[src/rtl/sticker_window_sampler.sv]
// sticker_window_sampler
//   Feeds the colour classifier. On a capture request it averages a
//   2**WIN_LOG2 x 2**WIN_LOG2 window centred in each cell of a 3x3 sticker
//   grid over one full frame. It then hands the nine averaged colours out
//   in row-major order over a valid/ready handshake.
//
//   Build option: define STICKER_ROUND_EN to round the averages to nearest
//   (saturating at 10'h3FF). Left undefined, the averages truncate. The
//   port list is the same in both builds.
//
// Ports
//   Clk          system clock
//   Reset_n      asynchronous reset, active low
//   Pix_valid    pixel qualifier
//   Pix_x/Pix_y  pixel column / row (10b)
//   Pix_rgb      pixel colour {R[29:20],G[19:10],B[9:0]}
//   Frame_start  first pixel of a frame (may coincide with Pix_valid)
//   Capture      one-cycle capture request (accepted only when idle)
//   Out_ready    downstream accepts Color_out
//   Color_out    averaged cell colour
//   Color_valid  Color_out / Cell_idx valid
//   Cell_idx     cell number 0..8 (row*3+col)
//   Busy         high in ARMED, ACCUM, EMIT
//   Done         one-cycle pulse after cell 8 is accepted
//   Short_frame  sticky: some cell saw a pixel count other than a full window
//
// state | meaning
// ------+------------------------------------------------------------------
// IDLE  | waiting for Capture
// ARMED | sums cleared, waiting for the frame to start
// ACCUM | summing window pixels until the next Frame_start
// EMIT  | handing out the nine cell averages, Cell_idx 0..8

module sticker_window_sampler #(
    parameter int X0         = 0,
    parameter int Y0         = 0,
    parameter int CELL_PITCH = 160,
    parameter int WIN_LOG2   = 4
) (
    input  logic        Clk,
    input  logic        Reset_n,
    input  logic        Pix_valid,
    input  logic [9:0]  Pix_x,
    input  logic [9:0]  Pix_y,
    input  logic [29:0] Pix_rgb,
    input  logic        Frame_start,
    input  logic        Capture,
    input  logic        Out_ready,
    output logic [29:0] Color_out,
    output logic        Color_valid,
    output logic [3:0]  Cell_idx,
    output logic        Busy,
    output logic        Done,
    output logic        Short_frame
);

    localparam int WIN   = 2 ** WIN_LOG2;
    localparam int OFF   = (CELL_PITCH - WIN) / 2;
    localparam int SHIFT = 2 * WIN_LOG2;
    localparam int ACC_W = 10 + SHIFT;
    localparam int CNT_W = SHIFT + 1;

    localparam logic [CNT_W-1:0] CNT_FULL = {1'b1, {SHIFT{1'b0}}};
    localparam logic [CNT_W-1:0] CNT_MAX  = '1;
    localparam logic [ACC_W:0]   HALF     = {{(ACC_W - SHIFT + 1){1'b0}}, 1'b1, {(SHIFT - 1){1'b0}}};

    localparam logic [1:0] S_IDLE  = 2'd0;
    localparam logic [1:0] S_ARMED = 2'd1;
    localparam logic [1:0] S_ACCUM = 2'd2;
    localparam logic [1:0] S_EMIT  = 2'd3;

    logic [1:0]       state;
    logic             color_valid;
    logic [3:0]       cell_idx;
    logic             done;
    logic             short_frame;

    logic [ACC_W-1:0] acc_r [9];
    logic [ACC_W-1:0] acc_g [9];
    logic [ACC_W-1:0] acc_b [9];
    logic [CNT_W-1:0] cnt   [9];

    logic [2:0]       col_hit;
    logic [2:0]       row_hit;
    logic [8:0]       cell_hit;
    logic [31:0]      px_ext;
    logic [31:0]      py_ext;
    logic             acc_en;
    logic             start_clear;
    logic             any_short;
    logic [29:0]      avg [9];

    assign px_ext = {22'd0, Pix_x};
    assign py_ext = {22'd0, Pix_y};

    // Window bounds are elaboration-time constants. Start is inclusive, end exclusive.
    for (genvar g = 0; g < 3; g++) begin : g_bounds
        localparam logic [31:0] XLO = 32'(X0 + g * CELL_PITCH + OFF);
        localparam logic [31:0] YLO = 32'(Y0 + g * CELL_PITCH + OFF);
        assign col_hit[g] = (px_ext >= XLO) && (px_ext < XLO + 32'(WIN));
        assign row_hit[g] = (py_ext >= YLO) && (py_ext < YLO + 32'(WIN));
    end

    for (genvar r = 0; r < 3; r++) begin : g_row
        for (genvar c = 0; c < 3; c++) begin : g_col
            assign cell_hit[r*3+c] = row_hit[r] & col_hit[c];
        end
    end

    // The Frame_start pixel opens the frame in ARMED but already belongs to
    // the next frame in ACCUM.
    assign acc_en = Pix_valid &&
                    (((state == S_ACCUM) && !Frame_start) ||
                     ((state == S_ARMED) && Frame_start));

    assign start_clear = (state == S_IDLE) && Capture;

    always_ff @(posedge Clk or negedge Reset_n) begin
        if (!Reset_n) begin
            for (int i = 0; i < 9; i++) begin
                acc_r[i] <= '0;
                acc_g[i] <= '0;
                acc_b[i] <= '0;
                cnt[i]   <= '0;
            end
        end else if (start_clear) begin
            for (int i = 0; i < 9; i++) begin
                acc_r[i] <= '0;
                acc_g[i] <= '0;
                acc_b[i] <= '0;
                cnt[i]   <= '0;
            end
        end else if (acc_en) begin
            for (int i = 0; i < 9; i++) begin
                if (cell_hit[i]) begin
                    acc_r[i] <= acc_r[i] + ACC_W'(Pix_rgb[29:20]);
                    acc_g[i] <= acc_g[i] + ACC_W'(Pix_rgb[19:10]);
                    acc_b[i] <= acc_b[i] + ACC_W'(Pix_rgb[9:0]);
                    if (cnt[i] != CNT_MAX) begin
                        cnt[i] <= cnt[i] + 1'b1;
                    end
                end
            end
        end
    end

    function automatic logic [9:0] avg_ch(input logic [ACC_W-1:0] s);
`ifdef STICKER_ROUND_EN
        logic [ACC_W:0]       t;
        logic [ACC_W-SHIFT:0] q;
        t = {1'b0, s} + HALF;
        q = t[ACC_W:SHIFT];
        return q[ACC_W-SHIFT] ? 10'h3FF : q[9:0];
`else
        return s[ACC_W-1:SHIFT];
`endif
    endfunction

    always_comb begin
        for (int i = 0; i < 9; i++) begin
            avg[i] = {avg_ch(acc_r[i]), avg_ch(acc_g[i]), avg_ch(acc_b[i])};
        end
    end

    always_comb begin
        any_short = 1'b0;
        for (int i = 0; i < 9; i++) begin
            if (cnt[i] != CNT_FULL) begin
                any_short = 1'b1;
            end
        end
    end

    always_ff @(posedge Clk or negedge Reset_n) begin
        if (!Reset_n) begin
            state       <= S_IDLE;
            color_valid <= 1'b0;
            cell_idx    <= 4'd0;
            done        <= 1'b0;
            short_frame <= 1'b0;
        end else begin
            done <= 1'b0;
            case (state)
                S_IDLE: begin
                    if (Capture) begin
                        short_frame <= 1'b0;
                        state       <= S_ARMED;
                    end
                end
                S_ARMED: begin
                    if (Frame_start) begin
                        state <= S_ACCUM;
                    end
                end
                S_ACCUM: begin
                    if (Frame_start) begin
                        state <= S_EMIT;
                        if (any_short) begin
                            short_frame <= 1'b1;
                        end
                    end
                end
                S_EMIT: begin
                    // Color_valid is low only on the entry cycle; it then
                    // stays high until the cell-8 transfer.
                    if (!color_valid) begin
                        color_valid <= 1'b1;
                        cell_idx    <= 4'd0;
                    end else if (Out_ready) begin
                        if (cell_idx == 4'd8) begin
                            color_valid <= 1'b0;
                            cell_idx    <= 4'd0;
                            done        <= 1'b1;
                            state       <= S_IDLE;
                        end else begin
                            cell_idx <= cell_idx + 4'd1;
                        end
                    end
                end
                default: state <= S_IDLE;
            endcase
        end
    end

    assign Color_out   = color_valid ? avg[cell_idx] : 30'd0;
    assign Color_valid = color_valid;
    assign Cell_idx    = cell_idx;
    assign Busy        = (state != S_IDLE);
    assign Done        = done;
    assign Short_frame = short_frame;

endmodule

[config.mk]
export PLATFORM = sky130hd
export DESIGN_NAME = sticker_window_sampler
export DESIGN_NICKNAME = d
export VERILOG_FILES = /design/src/rtl/sticker_window_sampler.sv
export SDC_FILE = /design/constraint.sdc
export NUM_CORES = 2
export LEC_CHECK = 0
export ABC_AREA = 1
export CAP_MARGIN = 30
export CORE_MARGIN = 2
export CORE_UTILIZATION = 55
export CTS_CLUSTER_SIZE = 20
export DETAILED_ROUTE_END_ITERATION = 10
export PLACE_DENSITY_LB_ADDON = 0.2
export SLEW_MARGIN = 5
export SYNTH_ARGS = -nofsm -noshare
export SYNTH_HDL_FRONTEND = slang
export SYNTH_SLANG_ARGS = --single-unit
export TNS_END_PERCENT = 10
[constraint.sdc]
create_clock -name Clk -period 2.46 [get_ports Clk]
set_clock_uncertainty 0.2 [all_clocks]
set_input_delay 0.369 -clock Clk [delete_from_list [all_inputs] [get_ports Clk]]
set_output_delay 0.369 -clock Clk [all_outputs]
set_load 0.02 [all_outputs]
; After elaboration in Yosys (flattened, before gate mapping)
; Index checks and enable logic that the tools add are counted.
[op_classes]
eq_ne = 30
n_bitwise = 10
n_mux = 87
n_lt_le_gt_ge = 13
reduce_logical = 55
n_addsub = 37
[op_table]
columns = op, count
row1 = 162-bit two-way mux, 6
row2 = 18-bit by 10-bit adder with 18-bit output, 27
row3 = 18-bit two-way mux, 27
row4 = 81-bit two-way mux, 2
row5 = 9-bit two-way mux, 18
row6 = "9-bit != test, second input constant", 18
row7 = 30-bit binary-select mux with 4-bit select, 1
row8 = 30-bit two-way mux, 3
row9 = "9-bit by 1-bit adder with 9-bit output, second input constant", 9
row10 = 2-bit nonzero test, 21
row11 = 3-bit AND reduction, 9
row12 = "10-bit by 7-bit >= comparator with 1-bit output, second input constant", 2
row13 = "10-bit by 8-bit >= comparator with 1-bit output, second input constant", 2
row14 = "10-bit by 9-bit >= comparator with 1-bit output, second input constant", 2
row15 = "10-bit by 7-bit less-than comparator with 1-bit output, second input constant", 2
row16 = "10-bit by 8-bit less-than comparator with 1-bit output, second input constant", 2
row17 = "10-bit by 9-bit less-than comparator with 1-bit output, second input constant", 2
row18 = 2-bit AND reduction, 10
row19 = 1-bit two-way mux, 19
row20 = "2-bit != test, second input constant", 8
row21 = 2-bit two-way mux, 6
row22 = 4-bit two-way mux, 3
row23 = 1-bit logical AND, 10
row24 = 1-bit AND, 9
row25 = other kinds (13), 14
[totals]
out_inout_bits = 38
in_bits = 56
register_bits = 576
elab_cells = 273

; Logic depth before layout (Yosys ltp)
[depth]
word_depth = 13
mapped_depth = 15
mapped_depth_nobuf = 14

; Worst setup path after synthesis
; Ideal clock, no wire load.
[synth_timing]
path_kind = reg2out
startpoint = register cell_idx[0], in the netlist Cell_idx[0]
endpoint = output Color_out[13]
required_ns = 1.891
path_buffers = 3
t_arrival_ns = 1.883
slack_ns = 0.008
stages_incl_launch_ff = 8
cell_sequence = dfrtp_1 buf_2 clkbuf_1 clkbuf_1 nor2_1 o221ai_1 o211ai_1 a21oi_1
[synth_between]
elab_chain_cells = 5
[synth_lines]
columns = element, line
row1 = from (decl), 74  ; logic [3:0] cell_idx;
row2 = from (signal assigned), 216  ; cell_idx <= cell_idx + 4'd1;
row3 = 4-bit inverter with 5-bit output (not written as such), 225  ; assign Color_out = color_valid ? avg[cell_idx] : 30'd0;
row4 = 30-bit binary-select mux with 4-bit select, 225
row5 = 30-bit two-way mux (not written as such) (2 in series), 225
row6 = 30-bit two-way mux, 225
row7 = to (decl), 49  ; output logic [29:0] Color_out,
; Every way passes these cells. The select of a mux whose other input is x is not followed.

; Worst setup path after layout
[layout_timing]
startpoint = register cell_idx[0], in the netlist Cell_idx[0]
endpoint = output Color_out[5]
; Same word-level chain as after synthesis.

==> qor.yml <==
timing.rr.end: "cnt[43]$_DFFE_PN0P_"
critical_path.cell_chain: "clkinv_8 > buf_16 > buf_16 > o21ai_0 > o211ai_1 > nand3_2 > a21oi_2 > buf_6"
synth_seq_area_share: 0.3262
hold_viol_final: 0
vdd_drop_max_mv: 0.9621
final_cells: 8470
post_drt_via_cell_ratio: 5.632
rows: 103
critical-path-top-delay-family: "compound AO/OA/AOI/OAI gates"
drt_iter0_markers: 4229
dieHeight_um: 287.5
clock_latency_ps: 630
grt_use_met1: 0.4868
cts_buffers: 71
slew_violations: 0
rsz0062_at_grt: "true"
crit_slowest_cell: "dfrtp_4"
p_per_area_mw_per_mm2: 639.7
worstPathArrival_ps: 2510
post-dp-hpwl_um: 110400
status: "complete, but fails checks"
io_pins: 94
cp-start-kind: "flip-flop"
dp.cells: 8291
max_stage_delay_ps: 550
synth_nets: 6798
ys_async_sr_fraction: 1.000
cp.depth: 8
drt_first_pass_iters: 7
violations: "setup timing"
grt.busiest_layer: "met2"
io_buffer_count: 87
critical_path_buf_inv_count: 4
drc: 0
wire_per_inst_um: 17.89
period_minus_slack_ps: 3079
tightest_slew_ps: 586.6
crit_path_frequent_cell: "buf_16"
grt_overflow: 0
fin_ws_ps: -619.2
leakage_nw: 30.42
die_area_mm2: 0.08263
postSynthCellCount: 6412
fin_hold_ws_ps: 29.00
endpoint_kind: "primary output"
gp_congestion: 0.9934
fillers: 6267
layout.nets: 7753
r2r_slack_ps: -110
r2r_start: "state[1]$_DFFE_PN0P_"
fmax_mhz: 324.8
finalSetupViolations: 76
ys_ff_latch: 576
initial_utilization: 0.5576
syn_area_mm2: 0.04419
yosys_warnings: 0
maxSlewHeadroom: 0.6089
hold_class: "primary input to async pin"
grt.met3_usage: 0.05436
cts_tree: "built"
totalWireLength_um: 151500
synthToLayoutAreaGrowth_pct: 32.24
synth_edf_count: 0
maxCapViolCount: 0
diodes: 0
cts_root_buf: "clkbuf_16"
grt_pass1_vias: 44480
clockBufferDepth: 3
fp.coreArea_mm2: 0.07926
grt_pass1_wl_um: 234900
track_usage: 0.3569
min_period_over_period: 1.252
ant_nets: 0
grt_util_met2: 0.5639
rr_worst_depth: 14
ys_types: 50
antenna_found_initial: 1
h-tree-depth: 3
crit_fanout: 9
required_ps: 1890
grt_max_degree: 89
die_x_um: 287.5
path_class: "flip-flop to primary output"
clkTransAtPathRegs_ps: 60
utilization: 0.7373
synth_ff_type: "dfrtp_1"
synth.avg_cell_area_um2: 6.892
drive_above_1_share: 0.1915
num_vias: 47700
cts_sinks: 576
synthesized netlist by cell type (3+ instances only):
library cell     n  area share
buf_6           10      0.0025
nand3_1        546       0.062
and3_1           6     0.00085
o21ai_1         49      0.0055
a22o_1          54       0.011
or2_2           16      0.0023
o21ai_2          3     0.00059
inv_2           11     0.00093
o221ai_1         7      0.0014
buf_4           18      0.0031
nand3_4          3      0.0012
nor2_1         576       0.049
o21ai_4          3      0.0011
nand4_1        146       0.021
nor4_1           9      0.0013
nand2_1       1864        0.16
xor2_1          47      0.0093
ha_1           303       0.086
nor2_4           8      0.0020
clkbuf_1        62      0.0053
inv_1          620       0.053
o21ai_0        479       0.054
nand2_4          3     0.00076
nor3_1         122       0.014
a21o_1          19      0.0032
nand3b_1        33      0.0056
o21a_1           8      0.0014
fa_1            27       0.012
o22ai_1         12      0.0017
nor2_2           7     0.00099
o211ai_1        23      0.0039
nand2b_1         3     0.00042
buf_2           80      0.0091
buf_1           11     0.00093
o21bai_1        20      0.0034
a21oi_1        447       0.051
nand2_2          9      0.0013
xnor2_1        157       0.031
dfrtp_1        576        0.33
repair_timing:
action | in CTS | in global routing
hold buffers | 1 | 0
gates cloned | 3 | 18
buffers inserted | 2 | 32
setup endpoints to repair | 262 | 549
resized for setup | 263 | 440
pin swaps | 28 | 95
hold endpoints to repair | 420 | 0
stage by stage:
stage	setup WS, ps	cell area, um2	power [W]	TNS (ps)
5_1_grt	-640.0	58440	0.03881	-30120
3_5_place_dp	-607.5	53550	0.02303	-154420
4_1_cts	-625.9	56520	0.03507	-18120
2_1_floorplan	7.813	44190	0.01685	0
3_3_place_gp	-566.6	53530	0.02278	-138920
6_report	-619.2	58440	0.03738	-16690
where the power goes:
group / switching, W / internal, W
Clock: 0.00441 / 0.00674
Sequential: 0.000586 / 0.0101
Combinational: 0.00928 / 0.00625
cell usage in the layout, fill, tap and decap left out, types with 9 or more instances in the layout:
cell and instances:
o211ai_1 23, clkbuf_16 87, nand3b_1 33, xor2_1 47, inv_1 609, buf_6 82, xnor2_1 157, o21ai_0 326
a21oi_1 375, a21oi_4 25, a22o_1 54, nand2_2 16, a21o_1 19, nand3_2 47, or2_2 16, o21bai_1 20
nor2_1 567, clkinv_2 9, clkbuf_1 15, a21oi_2 47, o21ai_1 148, fa_1 27, buf_4 806, nand4_1 146
clkbuf_8 19, nor3_1 122, o21ai_2 54, nand3_1 488, nand2_1 1845, inv_2 13, clkdlybuf4s50_1 52, buf_12 97
dfrtp_1 573, o22ai_1 9, nand3_4 14, ha_1 300, nor2_4 16
kinds of logic (layout without fill, tap and decap cells):
kind of cell               count (synthesis)  after routing  share of synthesized area
xor gates and xnor gates                 205            205                    0.04080
DFF                                      576            576                     0.3262
and+or+nand+nor                         3356           3356                     0.3215
AOI/OAI and AO/OA                       1129           1129                     0.1386
buffers and inverters                    816           1824                    0.07489
adders and majority gates                330            330                    0.09802
state kept, by name (all words and copies together) (netlist names):
register,cells
acc_b,162
acc_g,162
acc_r,162
cnt,81
Cell_idx,4
state,2
Color_valid,1
Done,1
Short_frame,1
worst max path at each step:
| stage | slack, ps | start | end |
|---|---|---|---|
| 2_1_floorplan | 8 | Cell_idx[0]$_DFFE_PN0P_ | Color_out[13] |
| 3_3_place_gp | -570 | Frame_start | acc_b[54]$_DFFE_PN0P_ |
| 3_5_place_dp | -610 | Frame_start | acc_r[55]$_DFFE_PN0P_ |
| 4_1_cts | -630 | Cell_idx[0]$_DFFE_PN0P_ | Color_out[10] |
| 5_1_grt | -640 | Cell_idx[0]$_DFFE_PN0P_ | Color_out[5] |
| 6_report | -620 | Cell_idx[0]$_DFFE_PN0P_ | Color_out[5] |
routing by layer:
layer	share of wire	wire (um)
met5	0.000086	13
met4	0.048	7327
met3	0.084	12790
met2	0.44	67330
met1	0.42	64060
final cells by class:
cell class / count / area, um2 / share of cell area
sequential: 576 / 14420 / 0.2468
multi-input combinational: 5020 / 27830 / 0.4762
tap: 1050 / 1314 / 0.02248
inverter: 633 / 2422 / 0.04145
clock buffer: 107 / 2145 / 0.03670
clock inverter: 19 / 285.3 / 0.004882
timing repair inverter: 1 / 7.507 / 0.0001285
timing repair buffer: 1064 / 10020 / 0.1714
(Power assumes the default switching activity.)
